### src/rtl/mem_arb_pkg.sv
// Shared types and helpers for the fetch/load-store memory port arbiter.
package mem_arb_pkg;

  typedef enum logic [1:0] {
    IDLE   = 2'd0,
    ACCESS = 2'd1,
    RESP   = 2'd2
  } state_t;

  localparam logic [1:0] SZ_B = 2'b00;
  localparam logic [1:0] SZ_H = 2'b01;
  localparam logic [1:0] SZ_W = 2'b10;
  localparam logic [1:0] SZ_D = 2'b11;

  // Only the low three address bits matter for natural alignment up to 8 bytes.
  function automatic logic is_aligned(input logic [2:0] addr, input logic [1:0] size);
    logic ok;
    ok = 1'b1;
    case (size)
      SZ_B:    ok = 1'b1;
      SZ_H:    ok = (addr[0] == 1'b0);
      SZ_W:    ok = (addr[1:0] == 2'b00);
      SZ_D:    ok = (addr == 3'b000);
      default: ok = 1'b1;
    endcase
    return ok;
  endfunction

endpackage

### src/rtl/mem_port_arbiter_rr_pick2.sv
// Two-way round-robin chooser: on collision, picks the port that did not win last.
module rr_pick2 (
  input  logic req0,
  input  logic req1,
  input  logic last,
  output logic pick,
  output logic any
);

  assign any  = req0 | req1;
  assign pick = (req0 & req1) ? ~last : req1;

endmodule

### src/rtl/mem_port_arbiter.sv
// Shares one memory port between instruction fetch (port 0) and load/store (port 1),
// with alignment checking and a fixed wait-state count per access.
module mem_port_arbiter
  import mem_arb_pkg::*;
#(
  parameter int AW          = 64,
  parameter int DW          = 64,
  parameter int WAIT_CYCLES = 1
) (
  input  logic          clk,
  input  logic          reset,
  input  logic          req0,
  input  logic [AW-1:0] addr0,
  input  logic          we0,
  input  logic [DW-1:0] wdata0,
  input  logic [1:0]    size0,
  input  logic          req1,
  input  logic [AW-1:0] addr1,
  input  logic          we1,
  input  logic [DW-1:0] wdata1,
  input  logic [1:0]    size1,
  output logic          gnt0,
  output logic          gnt1,
  output logic          rvalid0,
  output logic          rvalid1,
  output logic [DW-1:0] rdata0,
  output logic [DW-1:0] rdata1,
  output logic          err0,
  output logic          err1,
  output logic          busy,
  output logic [AW-1:0] mem_addr,
  output logic          mem_we,
  output logic [DW-1:0] mem_wd,
  output logic [1:0]    mem_size,
  input  logic [DW-1:0] mem_rd
);

  localparam int CW = (WAIT_CYCLES > 1) ? $clog2(WAIT_CYCLES) : 1;

  state_t          state, state_nxt;
  logic            last_gnt;
  logic [CW-1:0]   cnt;
  logic [AW-1:0]   addr_q;
  logic            we_q;
  logic [DW-1:0]   wd_q;
  logic [1:0]      size_q;
  logic            port_q;
  logic            err_q;
  logic [DW-1:0]   rdata_q;

  logic            pick, any, grant;
  logic [AW-1:0]   sel_addr;
  logic            sel_we;
  logic [DW-1:0]   sel_wd;
  logic [1:0]      sel_size;
  logic            sel_ok;

  rr_pick2 u_pick (
    .req0 (req0),
    .req1 (req1),
    .last (last_gnt),
    .pick (pick),
    .any  (any)
  );

  assign sel_addr = pick ? addr1  : addr0;
  assign sel_we   = pick ? we1    : we0;
  assign sel_wd   = pick ? wdata1 : wdata0;
  assign sel_size = pick ? size1  : size0;
  assign sel_ok   = is_aligned(sel_addr[2:0], sel_size);
  assign grant    = (state == IDLE) && any;

  always_comb begin
    state_nxt = state;
    gnt0      = 1'b0;
    gnt1      = 1'b0;
    rvalid0   = 1'b0;
    rvalid1   = 1'b0;
    rdata0    = '0;
    rdata1    = '0;
    err0      = 1'b0;
    err1      = 1'b0;
    mem_we    = 1'b0;
    case (state)
      IDLE: begin
        if (grant) begin
          gnt0      = ~pick;
          gnt1      = pick;
          state_nxt = sel_ok ? ACCESS : RESP;
        end
      end
      ACCESS: begin
        // Single write strobe, placed in the last wait cycle.
        mem_we = we_q && (cnt == '0);
        if (cnt == '0) state_nxt = RESP;
      end
      RESP: begin
        rvalid0   = ~port_q;
        rvalid1   = port_q;
        rdata0    = port_q ? '0 : rdata_q;
        rdata1    = port_q ? rdata_q : '0;
        err0      = ~port_q & err_q;
        err1      = port_q & err_q;
        state_nxt = IDLE;
      end
      default: state_nxt = IDLE;
    endcase
  end

  always_ff @(posedge clk or posedge reset) begin
    if (reset) begin
      state    <= IDLE;
      last_gnt <= 1'b0;
      cnt      <= '0;
      addr_q   <= '0;
      we_q     <= 1'b0;
      wd_q     <= '0;
      size_q   <= '0;
      port_q   <= 1'b0;
      err_q    <= 1'b0;
      rdata_q  <= '0;
    end else begin
      state <= state_nxt;
      case (state)
        IDLE: begin
          if (grant) begin
            addr_q   <= sel_addr;
            we_q     <= sel_we;
            wd_q     <= sel_wd;
            size_q   <= sel_size;
            port_q   <= pick;
            last_gnt <= pick;
            err_q    <= ~sel_ok;
            rdata_q  <= '0;
            cnt      <= sel_ok ? CW'(WAIT_CYCLES - 1) : '0;
          end
        end
        ACCESS: begin
          if (cnt != '0) cnt <= cnt - CW'(1);
          else           rdata_q <= we_q ? '0 : mem_rd;
        end
        default: ;
      endcase
    end
  end

  assign busy     = (state != IDLE);
  assign mem_addr = addr_q;
  assign mem_wd   = wd_q;
  assign mem_size = size_q;

endmodule
### config.mk
export PLATFORM = sky130hd
export DESIGN_NAME = mem_port_arbiter
export DESIGN_NICKNAME = d
export VERILOG_FILES = /design/src/rtl/mem_arb_pkg.sv /design/src/rtl/mem_port_arbiter_rr_pick2.sv /design/src/rtl/mem_port_arbiter.sv
export SDC_FILE = /design/constraint.sdc
export NUM_CORES = 1
export LEC_CHECK = 0
export ABC_AREA = 1
export BUFFER_PORTS_ARGS = -buffer_cell sky130_fd_sc_hd__buf_2
export CAP_MARGIN = 20
export CORE_AREA = 2 2 230 232
export DETAILED_ROUTE_END_ITERATION = 10
export DIE_AREA = 0 0 232 234
export PLACE_DENSITY_LB_ADDON = 0.25
export RECOVER_POWER = 50
export SLEW_MARGIN = 5
export SYNTH_ARGS = -nofsm -noshare
export SYNTH_HDL_FRONTEND = slang
export SYNTH_SLANG_ARGS = --single-unit
export TNS_END_PERCENT = 1
### constraint.sdc
create_clock -name clk -period 5.65 [get_ports clk]
set_clock_uncertainty 0.15 [all_clocks]
set_input_delay 0.2825 -clock clk [delete_from_list [all_inputs] [get_ports clk]]
set_output_delay 0.2825 -clock clk [all_outputs]
set_load 0.005 [all_outputs]
==> flow_summary.yaml <==
timing:
  worst_case_headroom_to_the_max_slew_limit_pct: -99.15
  setup_viol_count_final: 0
  maxClockFrequency_mhz: 231.6
  final_period_minus_worst_setup_slack_ns: 4.317
  report.final.hold_viol_count: 0
  hold-worst-slack_ns: 0.04164
  ratio_of_final_minimum_period_to_clock_period_pct: 76.41
  timing_worst_slew_pin_value_ns: 2.987
  number_of_pins_exceeding_their_max_slew_limit_in_the_final_report: 204
  timing.setup.tns_ns: 0
  rsz0062_at_grt: "no"
routing:
  wirelength_um: 40240
  route.vias.total: 11010
  drtAntennaViolNets: 0
  dr.pass1.iters: 5
  dr.first_iter.drc_count: 380
  route.detailed.wl_per_inst_um: 14.70
  detail_route.vias_per_cell: 4.022
  count_of_unresolved_drc_violations_after_routing: 0
global_routing:
  number_of_antenna_violations_at_the_first_check_in_global_routing: 4
  via_count_of_the_first_global_routing_pass: 10840
  grt_first_pass_wirelength_um: 59570
  grt_start_max_net_pins: 103
  globalRoute.totalOverflow: 0
  grt_usage_pct: 14.37
setup_path:
  crit_path_end_kind: "output port"
  category_of_cells_accounting_for_the_largest_share_of_critical_path_delay: "buffers and inverters"
  critical_path.cell_chain: "nor2_4 -> clkbuf_1 -> inv_1 -> nor2_1 -> buf_2"
  cp_max_delay_cell: "clkbuf_1"
  number_of_buffers_and_inverters_on_the_critical_path: 3
  critical_path_required_ns: 5.22
  critPathMaxFanout: 65
  worst-setup-path-type: "flip-flop to output port"
  critPathLaunchType: "flip-flop"
  slowest_delay_ns: 2.10
  arrival_ns: 3.88
floorplanning:
  die_height_um: 234
  std_cell_rows: 84
  std_cell_core_area_sq_mm: 0.05202
  ios: 596
  dieArea_sq_mm: 0.05429
  fp.dieW_um: 232
  start_util_pct: 17.42
synthesis:
  ys_seq_area_share_pct: 54.94
  yosysWarningCount: 0
  synth_top_cell_by_area: "dfrtp_1"
  synth_top_area_share_pct: 54.94
  yosys-top-cells-count: "397 x nand2_1, 199 x dfrtp_1, 195 x nand3_1"
  yosys.area_share.xor_xnor_pct: 0
  multiplexer_area_fraction_after_synthesis_pct: 0
  most_used_flip_flop_cell_after_synthesis: "dfrtp_1"
  synth-seq-cells: 199
  synth.most_common_cell: "nand2_1"
  mappedNetlistArea_sq_mm: 0.009064
  synth_enable_flop_cells: 0
  post_synth_and_or_nand_nor_area_fraction_pct: 33.32
  post_synthesis_adder_cell_area_fraction_pct: 0
  yosys.cell_types.count: 18
  synthesis.instances: 1164
  synth_fp_nets: 1494
  async_sr_flop_fraction_pct: 100.0
  synth_compound_area_share_pct: 4.210
  synthTopCellsByArea: "dfrtp_1 55%, nand2_1 16%, nand3_1 11%"
  post_synth.cell_area_avg_sq_um: 7.787
  synth_top_family_by_area: "simple AND/OR/NAND/NOR gates"
pwr:
  power.density_cell_area_mw_per_mm2: 428.0
  power_report.internal_total_w: 0.004273
  p_comb_share_pct: 48.5
  vdd.ir_drop.worst_uv: 264.5
  sw_frac_of_total_pct: 38.73
  clock_power_share_pct: 17.5
  p_seq_share_pct: 33.9
  power_switching_w: 0.002700
  p_leak_nw: 8.128
run:
  max_cap_viol_count: 3
place:
  detailed_place_hpwl_um: 27930
  gp_congestion: 0.8012
  port_buffers: 595
clock_network:
  clk_latency_ns: 0.48
  clk_path_buf_depth: 2
  tritoncts.num_buffers: 17
  clock_input_transition_at_the_sequential_cells_of_the_worst_setup_and_hold_paths_ns: 0.07
  clock-sinks: 199
  cts-root-buf: "clkbuf_16"
  clock_tree.htree_level_count: 4
  tritoncts_clock_tree: "built"
  postCtsSetupRepairBufs: 0
cells_and_area:
  fin_nets: 2367
  final_core_utilization_pct: 31.31
  syn_to_final_growth_pct: 79.73
  drive_gt1_share_pct: 26.32
run_status:
  status: "finished, violations left"
  violated_checks: "capacitance limit, slew limit"
worst_hold_path:
  min_path_type: "primary input to flip-flop"
[timing repair]
action | CTS | global route
resized for setup | 0 | 0
hold buffers | 324 | 0
hold endpoints to repair | 226 | 0
[worst min-delay path, cell delays in order]
cell      delay (ns)
buf_2           0.09
nand2_1         0.14
o211ai_1        0.12
[worst paths after layout]
| check | cells past startpoint | slack [ns] | to | from |
|---|---|---|---|---|
| max | 5 | 1.33 | mem_we | state[1] |
| max in group asynchronous | 4 | 1.53 | mem_addr[60] | reset |
| max reg2reg | 9 | 1.62 | mem_wd[7] | state[1] |
| min | 3 | 0.04 | we_q | we1 |
| min in group asynchronous | 3 | 0.54 | rdata_q[0] | reset |
| min reg2reg | 2 | 0.33 | err_q | err_q |
[logic make-up (layout without fill, tap and decap cells)]
logic type / Yosys count / in the layout
buffers and inverters: 154 / 1038
flip-flops: 199 / 199
other: 0 / 2
AND/OR/NAND/NOR: 737 / 737
AO/OA/AOI/OAI: 74 / 74
[cells in the final DEF (no fill, tap or decap), types with 2 or more instances in the layout]
cell,netlist,layout
a21oi_1,2,2
a31oi_1,4,4
buf_2,26,490
buf_4,11,8
clkbuf_1,23,106
clkbuf_16,0,17
clkbuf_8,0,2
clkinv_2,0,3
dfrtp_1,199,199
diode_2,0,2
dlygate4sd3_1,0,324
inv_1,76,71
inv_2,2,4
inv_4,0,2
inv_6,0,4
nand2_1,397,397
nand3_1,195,195
nor2_1,143,143
nor2_4,1,2
o21ai_0,66,66
[stage by stage]
stage	power (W)	setup WS, ns	instances	instance area (sq um)
final	0.006973	1.333	2738	16290
after CTS	0.007141	1.785	2736	16440
after global routing	0.007546	0.8075	2738	16290
after detailed placement	0.004958	2.352	2382	12640
after floorplan	0.003771	2.643	1164	9067
after global placement	0.004925	2.337	2382	12640
[power by group through the flow]
stage / registers (W) / logic (W) / clock network (W)
4_1_cts: 0.00235 / 0.00350 / 0.00129
6_report: 0.00237 / 0.00338 / 0.00122
3_3_place_gp: 0.00237 / 0.00255 / 0
3_5_place_dp: 0.00236 / 0.00260 / 0
2_1_floorplan: 0.00236 / 0.00141 / 0
5_1_grt: 0.00243 / 0.00377 / 0.00134
[final cells by class]
class                   instances  area (sq um)
fillers                      5588         35730
repair buffers                930          6178
flip-flops and latches        199          4980
multi-input cells             811          3415
well taps                     688         860.8
clock buffers                  20         456.7
inverters                      78         299.0
clock inverters                10         96.34
diodes                          2         5.005
[flip-flops by register name (all words and copies together) (netlist names)]
| name | cells |
|---|---|
| mem_wd | 64 |
| state | 2 |
| mem_size | 2 |
| err_q | 1 |
| rdata_q | 64 |
| we_q | 1 |
| port_q | 1 |
| mem_addr | 64 |
[routing by layer]
metal  up-vias  GRT usage [%]  part of all wire (%)
met1      5144          16.51                    42
met2       419          24.84                    49
met4         2          6.250                   2.7
met3        63          4.159                   6.3
met5         -              0                 0.032
li1       5385              -                     -
No activity file was read; power rests on OpenSTA's default activity.
